[src/rtl/clock_monitor.sv]
// Clock health monitor: classifies strobed frequency samples against a window,
// confirms the class over several samples, detects loss of samples, tracks min/max.
module clock_monitor #(
  parameter int CLK_MHZ           = 100,
  parameter int MSR_CLK_VAL_WIDTH = 32,
  parameter int CONFIRM_NUM       = 3,
  parameter int TIMEOUT_CYCLES    = 25000000
) (
  input  logic                         clk_i,
  input  logic                         a_rst_n_i,
  input  logic [MSR_CLK_VAL_WIDTH-1:0] msr_clk_val_i,
  input  logic                         msr_clk_vld_i,
  input  logic [MSR_CLK_VAL_WIDTH-1:0] min_val_i,
  input  logic [MSR_CLK_VAL_WIDTH-1:0] max_val_i,
  input  logic                         clr_i,
  output logic [2:0]                   state_o,
  output logic                         clk_ok_o,
  output logic                         err_sticky_o,
  output logic                         irq_o,
  output logic [MSR_CLK_VAL_WIDTH-1:0] last_val_o,
  output logic [MSR_CLK_VAL_WIDTH-1:0] min_seen_o,
  output logic [MSR_CLK_VAL_WIDTH-1:0] max_seen_o
);

  localparam int TO_W = $clog2(TIMEOUT_CYCLES + 1);
  localparam logic [TO_W-1:0] TO_LAST   = TO_W'(TIMEOUT_CYCLES - 1);
  localparam logic [3:0]      CONFIRM_V = 4'(CONFIRM_NUM);

  if (CLK_MHZ < 1 || CONFIRM_NUM < 1 || CONFIRM_NUM > 15 || TIMEOUT_CYCLES < 2) begin : g_bad_param
    $error("clock_monitor: illegal parameter value");
  end

  typedef enum logic [2:0] {
    ST_INIT = 3'd0,
    ST_OK   = 3'd1,
    ST_LOW  = 3'd2,
    ST_HIGH = 3'd3,
    ST_LOST = 3'd4
  } state_e;

  state_e                       r_state, w_state_d;
  state_e                       r_cand, w_cand_d, w_cls;
  logic [3:0]                   r_cnt, w_cnt_d;
  logic [TO_W-1:0]              r_to_cnt, w_to_d;
  logic                         r_ok, r_err, r_irq;
  logic                         w_ok_d, w_err_d, w_irq_d, w_err_entry;
  logic [MSR_CLK_VAL_WIDTH-1:0] r_last, r_min, r_max;
  logic [MSR_CLK_VAL_WIDTH-1:0] w_last_d, w_min_d, w_max_d;

  // State register; every output is a flop so all of them move together.
  // NOTE: sequential state uses non-blocking assignments only, so every flop
  // samples the pre-edge value of the others regardless of statement order.
  always_ff @(posedge clk_i or negedge a_rst_n_i) begin
    if (!a_rst_n_i) begin
      r_state  <= ST_INIT;
      r_cand   <= ST_INIT;
      r_cnt    <= '0;
      r_to_cnt <= '0;
      r_ok     <= 1'b0;
      r_err    <= 1'b0;
      r_irq    <= 1'b0;
      r_last   <= '0;
      r_min    <= '1;
      r_max    <= '0;
    end else begin
      r_state  <= w_state_d;
      r_cand   <= w_cand_d;
      r_cnt    <= w_cnt_d;
      r_to_cnt <= w_to_d;
      r_ok     <= w_ok_d;
      r_err    <= w_err_d;
      r_irq    <= w_irq_d;
      r_last   <= w_last_d;
      r_min    <= w_min_d;
      r_max    <= w_max_d;
    end
  end

  // Zero wins over the window so a dead meter is never reported as LOW.
  always_comb begin
    w_cls = ST_OK;
    if (msr_clk_val_i == '0)          w_cls = ST_LOST;
    else if (msr_clk_val_i < min_val_i) w_cls = ST_LOW;
    else if (msr_clk_val_i > max_val_i) w_cls = ST_HIGH;
  end

  // Next-state: confirmation on strobes, timeout only when no strobe arrives.
  // NOTE: every always_comb output gets a default first, so no path can infer a latch.
  always_comb begin
    w_state_d = r_state;
    w_cand_d  = r_cand;
    w_cnt_d   = r_cnt;
    w_to_d    = r_to_cnt;
    if (msr_clk_vld_i) begin
      w_to_d = '0;
      if (w_cls == r_cand) begin
        if (r_cnt != CONFIRM_V) w_cnt_d = r_cnt + 4'd1;
      end else begin
        w_cand_d = w_cls;
        w_cnt_d  = 4'd1;
      end
      if (w_cnt_d == CONFIRM_V && w_cand_d != r_state) w_state_d = w_cand_d;
    end else if (r_to_cnt == TO_LAST) begin
      w_state_d = ST_LOST;
      w_cnt_d   = '0;
    end else begin
      w_to_d = r_to_cnt + 1'b1;
    end
  end

  // Output decode of the next state plus the sample trackers.
  always_comb begin
    w_irq_d     = (w_state_d != r_state);
    w_ok_d      = (w_state_d == ST_OK);
    w_err_entry = w_irq_d && (w_state_d inside {ST_LOW, ST_HIGH, ST_LOST});
    w_err_d     = r_err;
    if (w_err_entry) w_err_d = 1'b1;
    else if (clr_i)  w_err_d = 1'b0;

    w_last_d = r_last;
    w_min_d  = r_min;
    w_max_d  = r_max;
    if (msr_clk_vld_i) begin
      w_last_d = msr_clk_val_i;
      if (clr_i) begin
        w_min_d = msr_clk_val_i;
        w_max_d = msr_clk_val_i;
      end else begin
        if (msr_clk_val_i < r_min) w_min_d = msr_clk_val_i;
        if (msr_clk_val_i > r_max) w_max_d = msr_clk_val_i;
      end
    end else if (clr_i) begin
      w_min_d = '1;
      w_max_d = '0;
    end
  end

  assign state_o      = r_state;
  assign clk_ok_o     = r_ok;
  assign err_sticky_o = r_err;
  assign irq_o        = r_irq;
  assign last_val_o   = r_last;
  assign min_seen_o   = r_min;
  assign max_seen_o   = r_max;

endmodule

[config.mk]
export PLATFORM = sky130hd
export DESIGN_NAME = clock_monitor
export DESIGN_NICKNAME = d
export VERILOG_FILES = /design/src/rtl/clock_monitor.sv
export SDC_FILE = /design/constraint.sdc
export NUM_CORES = 1
export LEC_CHECK = 0
export CAP_MARGIN = 20
export CORE_MARGIN = 3
export CORE_UTILIZATION = 53
export DETAILED_ROUTE_END_ITERATION = 10
export PLACE_DENSITY = 0.87
export SYNTH_ARGS = -nofsm -noshare
export SYNTH_HDL_FRONTEND = slang
export SYNTH_SLANG_ARGS = --single-unit
export TNS_END_PERCENT = 10
[constraint.sdc]
create_clock -name clk_i -period 3.15 [get_ports clk_i]
set_input_delay 0.63 -clock clk_i [delete_from_list [all_inputs] [get_ports clk_i]]
set_output_delay 0.63 -clock clk_i [all_outputs]
set_load 0.05 [all_outputs]
After elaboration in Yosys (flattened, before gate mapping)
Index checks and enable logic that the tools add are counted.
{"block": "totals", "ff_bits": 134, "latchBits": 0, "ramBits": 0, "rom_bits": 0, "in_bits": 100, "output_inout_bits": 102, "n_memories": 0}
{"block": "op_classes", "addsub": 2, "multipliers": 0, "n_div": 0, "order_cmp": 4, "eq_ne": 11, "n_shift": 0, "n_mux": 25, "n_bitwise": 0, "reduce_logical": 11}
{"operator": "32-bit two-way mux", "count": 8}
{"operator": "32-bit > comparator", "count": 2}
{"operator": "32-bit < comparator", "count": 2}
{"operator": "25-bit two-way mux", "count": 2}
{"operator": "32-bit zero test", "count": 1}
{"operator": "25-bit by 1-bit adder with 25-bit output (second input constant)", "count": 1}
{"operator": "25-bit equality test (second input constant)", "count": 1}
{"operator": "4-bit two-way mux", "count": 5}
{"operator": "3-bit two-way mux", "count": 6}
{"operator": "2-bit nonzero test", "count": 5}
{"operator": "3-bit by 2-bit equality test with 1-bit output (second input constant)", "count": 2}
{"operator": "3-bit inequality test", "count": 2}
{"operator": "4-bit by 1-bit adder with 4-bit output (second input constant)", "count": 1}
{"operator": "4-bit by 2-bit equality test with 1-bit output (second input constant)", "count": 1}
{"operator": "2-bit two-way mux", "count": 2}
{"operator": "4-bit by 2-bit inequality test with 1-bit output (second input constant)", "count": 1}
{"operator": "2-bit AND reduction", "count": 2}
{"operator": "3-bit by 1-bit equality test with 1-bit output (second input constant)", "count": 1}
{"operator": "3-bit equality test", "count": 1}
{"operator": "3-bit equality test (second input constant)", "count": 1}
{"operator": "3-bit nonzero test", "count": 1}
{"operator": "1-bit logical AND", "count": 2}
{"operator": "1-bit two-way mux", "count": 2}
{"operator": "2-bit inequality test (second input constant)", "count": 1}

Logic depth before layout (Yosys ltp)
Gate-level depths: netlist (run 1).
{"block": "depth", "depth_word": 15, "mapped_depth": 14}

Worst setup path before layout (run 1)
Ideal clock, no wire load.
{"block": "synth_timing", "path_type": "input to register", "startpoint": "input min_val_i[1]", "endpoint": "register r_err (netlist: err_sticky_o)", "setup_ps": 129, "arrival_ps": 2894, "required_ps": 3021, "setup_slack_ps": 127, "cell_stages": 12, "cell_sequence": "inv_1 ha_1 a2111o_1 a311oi_1 a21oi_1 or2_1 buf_6 or3_1 o221a_1 a41o_1 o211ai_1 nand3_1"}
{"block": "synth_via", "elab_chain_len": 14, "word_cells_on_any_way": 21, "cone_classes": "1 x order compare; 7 x eq/ne; 9 x mux; 4 x reduce/logical"}
{"item": "from (decl)", "line_no": "13", "rtl": "input logic [MSR_CLK_VAL_WIDTH-1:0] min_val_i,"}
{"item": "32-bit < comparator (*)", "line_no": "83", "rtl": "else if (msr_clk_val_i < min_val_i) w_cls = ST_LOW;"}
{"item": "2-bit two-way mux (*)", "line_no": "83"}
{"item": "3-bit two-way mux (*)", "line_no": "82", "rtl": "if (msr_clk_val_i == '0) w_cls = ST_LOST;"}
{"item": "3-bit equality test", "line_no": "96", "rtl": "if (w_cls == r_cand) begin"}
{"item": "4-bit two-way mux / 3-bit two-way mux (equally long branches)", "line_no": "96"}
{"item": "4-bit two-way mux / 3-bit two-way mux (equally long branches)", "line_no": "94", "rtl": "if (msr_clk_vld_i) begin"}
{"item": "4-bit by 2-bit equality test with 1-bit output / 3-bit inequality test (equally long branches)", "line_no": "102", "rtl": "if (w_cnt_d == CONFIRM_V && w_cand_d != r_state) w_state_d = w_cand_d;"}
{"item": "1-bit logical AND", "line_no": "102"}
{"item": "3-bit two-way mux (*)", "line_no": "102"}
{"item": "3-bit two-way mux (*)", "line_no": "94"}
{"item": "3-bit by 2-bit equality test with 1-bit output / 3-bit equality test (equally long branches)", "line_no": "115", "rtl": "w_err_entry = w_irq_d && (w_state_d inside {ST_LOW, ST_HIGH, ST_LOST});"}
{"item": "3-bit nonzero test", "line_no": "115"}
{"item": "1-bit logical AND (*)", "line_no": "115"}
{"item": "1-bit two-way mux / 2-bit nonzero test (equally long branches)"}
{"item": "to (signal assigned)", "line_no": "71", "rtl": "r_err <= w_err_d;"}
{"item": "to (decl)", "line_no": "45", "rtl": "logic r_ok, r_err, r_irq;"}
Every way passes the cells marked *; elsewhere a longest branch is shown, timed or not. The select of a mux whose other input is x is not followed.
A chain may end at the register's enable or synchronous reset.

Worst setup path after layout (run 1)
{"block": "layout_timing", "startpoint": "input msr_clk_val_i[25]", "endpoint": "register r_min[10] (netlist: min_seen_o[10])"}
{"block": "layout_via", "elab_chain_len": 3}
{"item": "from (decl)", "line_no": "11", "rtl": "input logic [MSR_CLK_VAL_WIDTH-1:0] msr_clk_val_i,"}
{"item": "32-bit < comparator", "line_no": "129", "rtl": "if (msr_clk_val_i < r_min) w_min_d = msr_clk_val_i;"}
{"item": "2-bit nonzero test (no line)"}
{"item": "2-bit AND reduction (no line)"}
{"item": "to (signal assigned)", "line_no": "74", "rtl": "r_min <= w_min_d;"}
{"item": "to (decl)", "line_no": "47", "rtl": "logic [MSR_CLK_VAL_WIDTH-1:0] r_last, r_min, r_max;"}
No other way between the ends.

==> metrics, run 1 <==
DRT antenna net count 0; first drt pass iteration count 9; Clock Tree Root sky130_fd_sc_hd__clkbuf_16; Hold-fix buffers, CTS 0; GPL Wtd Cong 0.915; global route overflow 0; Max VDD drop ~0.49 mV; count of flip-flops with a built-in enable after synthesis 0; critical path endpoint min_seen_o[10]; sequential fraction of design power ~30%; CORE AREA 0.0180 sq mm; total global routing track utilization about a third; area fraction of the dominant cell type after synthesis about a quarter; maximum number of pins on one net before global-route repair just under 80; Crit Path Class input pin to register; routed via count around 11000; worst-path fanout max 20; post-route worst hold slack around 0.19 ns; remaining design rule violation count 0; number of cells on the worst reg-to-reg path 10; Crit. Startpoint msr_clk_val_i[25]; endpoint type of the worst setup path register; ratio of cells with drive above 1 in the final layout between 20% and 30%; number of antenna violations at the first check in global routing 2; WP data arrival between 3 and 4 ns; global-route wire length before repair approximately 53000 um; number of buffers inserted during clock tree synthesis 17; leading post-synthesis cells by cell area sky130_fd_sc_hd__dfrtp_1 26%, sky130_fd_sc_hd__ha_1 16%, sky130_fd_sc_hd__dfstp_2 8.6%; worst flop-to-flop path startpoint min_seen_o[30]; type of the most critical hold path input pin to async pin; Synth warnings 0; total of flip-flops plus latches after synthesis 134; sum of negative setup slack -0.666 ns; final worst-path cycle share 106%; mean instance size in the synthesized netlist roughly 8.5 sq um; clock-pin slew on the worst setup and hold paths roughly 0.060 ns; FFs w/ async S/R, synth 100%; routed wire length a little under 40000 um; maximum achievable frequency 298 MHz; via count normalized by instance count ~6.5; Post-Synthesis Cell Area between 0.009 and 0.01 sq mm; Clk pwr share between 20% and 30%; Die X 142 um; Netlist cell types 58; half-perimeter wire length after detailed placement ~23000 um; area of the die ~0.020 sq mm; worst-margin pin slew 0.882 ns; delay of the slowest cell on the worst path between 0.5 and 0.6 ns; setup slack after placement -0.914 ns; highest-count cells in the layout ignoring fill and taps 140 x sky130_fd_sc_hd__inv_1, 125 x sky130_fd_sc_hd__clkdlybuf4s50_1, 106 x sky130_fd_sc_hd__buf_4; main flop type after synthesis sky130_fd_sc_hd__dfrtp_1; R2R Path End min_seen_o[10]; Worst Clk Skew about 0.012 ns; combinational share of power between 40% and 50%; Starting Density between 50% and 60%; pwr dens between 400 and 500 mW/mm^2; master of the slowest instance on the critical path sky130_fd_sc_hd__or4_1; Iteration-0 DRC Markers around 1500; die outline height about 140 um; final hold violation count 0; cell-by-cell listing of the critical path dlygate4sd2_1 -> buf_4 -> buf_4 -> ha_1 -> nand4_1 -> nor2_2 -> nand2_1 -> or3_1 -> or4_1 -> buf_6 -> o211ai_1 -> nand3_1; Final nets 1671; Core Util, Final 80.7%; slack of the worst reg-to-reg path -0.09 ns; largest buffer count on any clock path 2; fraction of the yosys area taken by sequential cells between 30% and 40%; total nets after synthesis about 1400; nature of the critical path startpoint input pin; Tmin final about 3.4 ns; cell type contributing the most total cell area after synthesis sky130_fd_sc_hd__dfrtp_1; number of max-cap violations 0; switching power of the nets around 2.9 mW; TritonCTS clock tree done; clock sinks approximately 130; via count of the first global-routing pass just over 10000; area of combinational cells with multiple inputs 0.00660 sq mm; number of I/O port buffers approximately 200; violations in the final reports setup timing; Storage cell area between 0.003 and 0.004 sq mm; H-Tree Level Count 4; setup slack of the critical path after layout -0.201 ns; final-layout fill cell count about 960; synthesized netlist cell count 1148; run status complete, but fails checks; most common cell after layout, fill and taps aside sky130_fd_sc_hd__inv_1; detail-routed net length per standard cell between 20 and 25 um; I/O pin count 202; fin. max-slew vios 0; relative area change from synthesis to final layout 48.9%; cell repeated most along the worst path sky130_fd_sc_hd__buf_4; setup repair after global routing missed its margin yes; remaining max-slew budget at the tightest pin about 40%; switching power share of the total roughly two fifths; Leak Pwr approximately 7 nW; total number of placement rows 49; Worst EP required approximately 3.5 ns; clock network latency to the later pin of the worst-skew pair around 0.44 ns; Internal Dissipation ~4.2 mW; Finish-stage setup viols 10
state kept, by name (all words and copies together) (netlist names):
register and count:
r_cand 3, clk_ok_o 1, min_seen_o 32, max_seen_o 32, irq_o 1, err_sticky_o 1, r_cnt 4, state_o 3
last_val_o 32, r_to_cnt 25
worst min-delay path by stage:
stage	startpoint	to	slack, ns
after global placement	err_sticky_o	err_sticky_o	0.48
final	a_rst_n_i	r_to_cnt[23]	0.19
after CTS	a_rst_n_i	r_to_cnt[23]	0.22
after detailed placement	err_sticky_o	err_sticky_o	0.51
after floorplan	a_rst_n_i	clk_ok_o	0.33
after global routing	a_rst_n_i	r_to_cnt[16]	0.25
worst max-delay path, delay by kind of cell:
kind	cells	cell delay, ns
AND/OR/NAND/NOR	6	1.57
adder cells (fa/ha/maj)	1	0.29
buffers and inverters	4	0.81
AO/OA/AOI/OAI	1	0.38
power groups by stage:
| stage | sequential [mW] | combinational (mW) | clock, mW |
|---|---|---|---|
| finish | 2.11 | 3.05 | 1.99 |
| global route | 2.13 | 3.20 | 2.06 |
| CTS | 2.09 | 2.73 | 1.97 |
| detailed placement | 2.12 | 2.62 | 0 |
| global placement | 2.11 | 2.55 | 0 |
| floorplan | 2.72 | 0.928 | 0 |
cells by family (layout without fill, tap and decap cells):
group	count (synthesis)	in the layout	share of synthesized area [%]
xor gates and xnor gates	21	21	1.88
muxes	34	34	3.49
other	0	2	0
DFF	134	134	34.7
buffers and inverters	221	529	8.58
adders and majority gates	128	128	16.4
and+or+nand+nor	376	376	19.2
AOI/OAI and AO/OA	234	234	15.8
cell usage after synthesis (6+ instances only):
master	n
sky130_fd_sc_hd__inv_1	173
sky130_fd_sc_hd__a21o_1	29
sky130_fd_sc_hd__nor2_1	80
sky130_fd_sc_hd__buf_1	6
sky130_fd_sc_hd__o211ai_1	36
sky130_fd_sc_hd__clkbuf_1	40
sky130_fd_sc_hd__nor2b_1	6
sky130_fd_sc_hd__ha_1	128
sky130_fd_sc_hd__nand4_1	24
sky130_fd_sc_hd__nand2_1	72
sky130_fd_sc_hd__a211oi_1	7
sky130_fd_sc_hd__a21oi_1	42
sky130_fd_sc_hd__nor3_1	8
sky130_fd_sc_hd__o21ai_0	53
sky130_fd_sc_hd__nand2b_1	38
sky130_fd_sc_hd__a22oi_1	33
sky130_fd_sc_hd__mux2i_1	33
sky130_fd_sc_hd__or3_1	6
sky130_fd_sc_hd__nand3_1	98
sky130_fd_sc_hd__dfrtp_1	102
sky130_fd_sc_hd__nor4_1	17
sky130_fd_sc_hd__dfstp_2	32
sky130_fd_sc_hd__xor2_1	15
sky130_fd_sc_hd__xnor2_1	6
layer usage:
layer | routed length, um | GRT usage, %
met5 | 0 | 0
met4 | 3230 | 16.5
met2 | 18300 | 54.5
met3 | 4310 | 7.99
met1 | 13800 | 40.3
cell type report:
cell class	instances	share of cell area, %
Antenna cell	2	0.0344
Timing Repair Buffer	324	21.0
Multi-Input combinational cell	793	45.3
Sequential cell	134	23.3
Clock inverter	14	0.963
Tap cell	229	1.97
Clock buffer	18	2.95
Inverter	173	4.46
per-stage QoR:
step / power, mW / area, sq um / cells
finish: 7.16 / 14600 / 1687
global route: 7.39 / 14600 / 1687
CTS: 6.79 / 13800 / 1680
detailed placement: 4.74 / 12800 / 1637
global placement: 4.66 / 12800 / 1637
floorplan: 3.64 / 9780 / 1148
repair_timing:
item                                   4_1_cts  5_1_grt
setup buffers                               11        5
resized for setup                          112      203
endpoints found under the hold margin        0        0
setup endpoints to repair                   74       74
pin swaps                                   42       72
Power figures use the tool's default switching activity.
==> inputs of run 2 (changes only) <==
ABC_AREA = 0   (was not set)
==> results of run 2 <==
The final DEF is identical to that of run 1; final timing and power are the same.
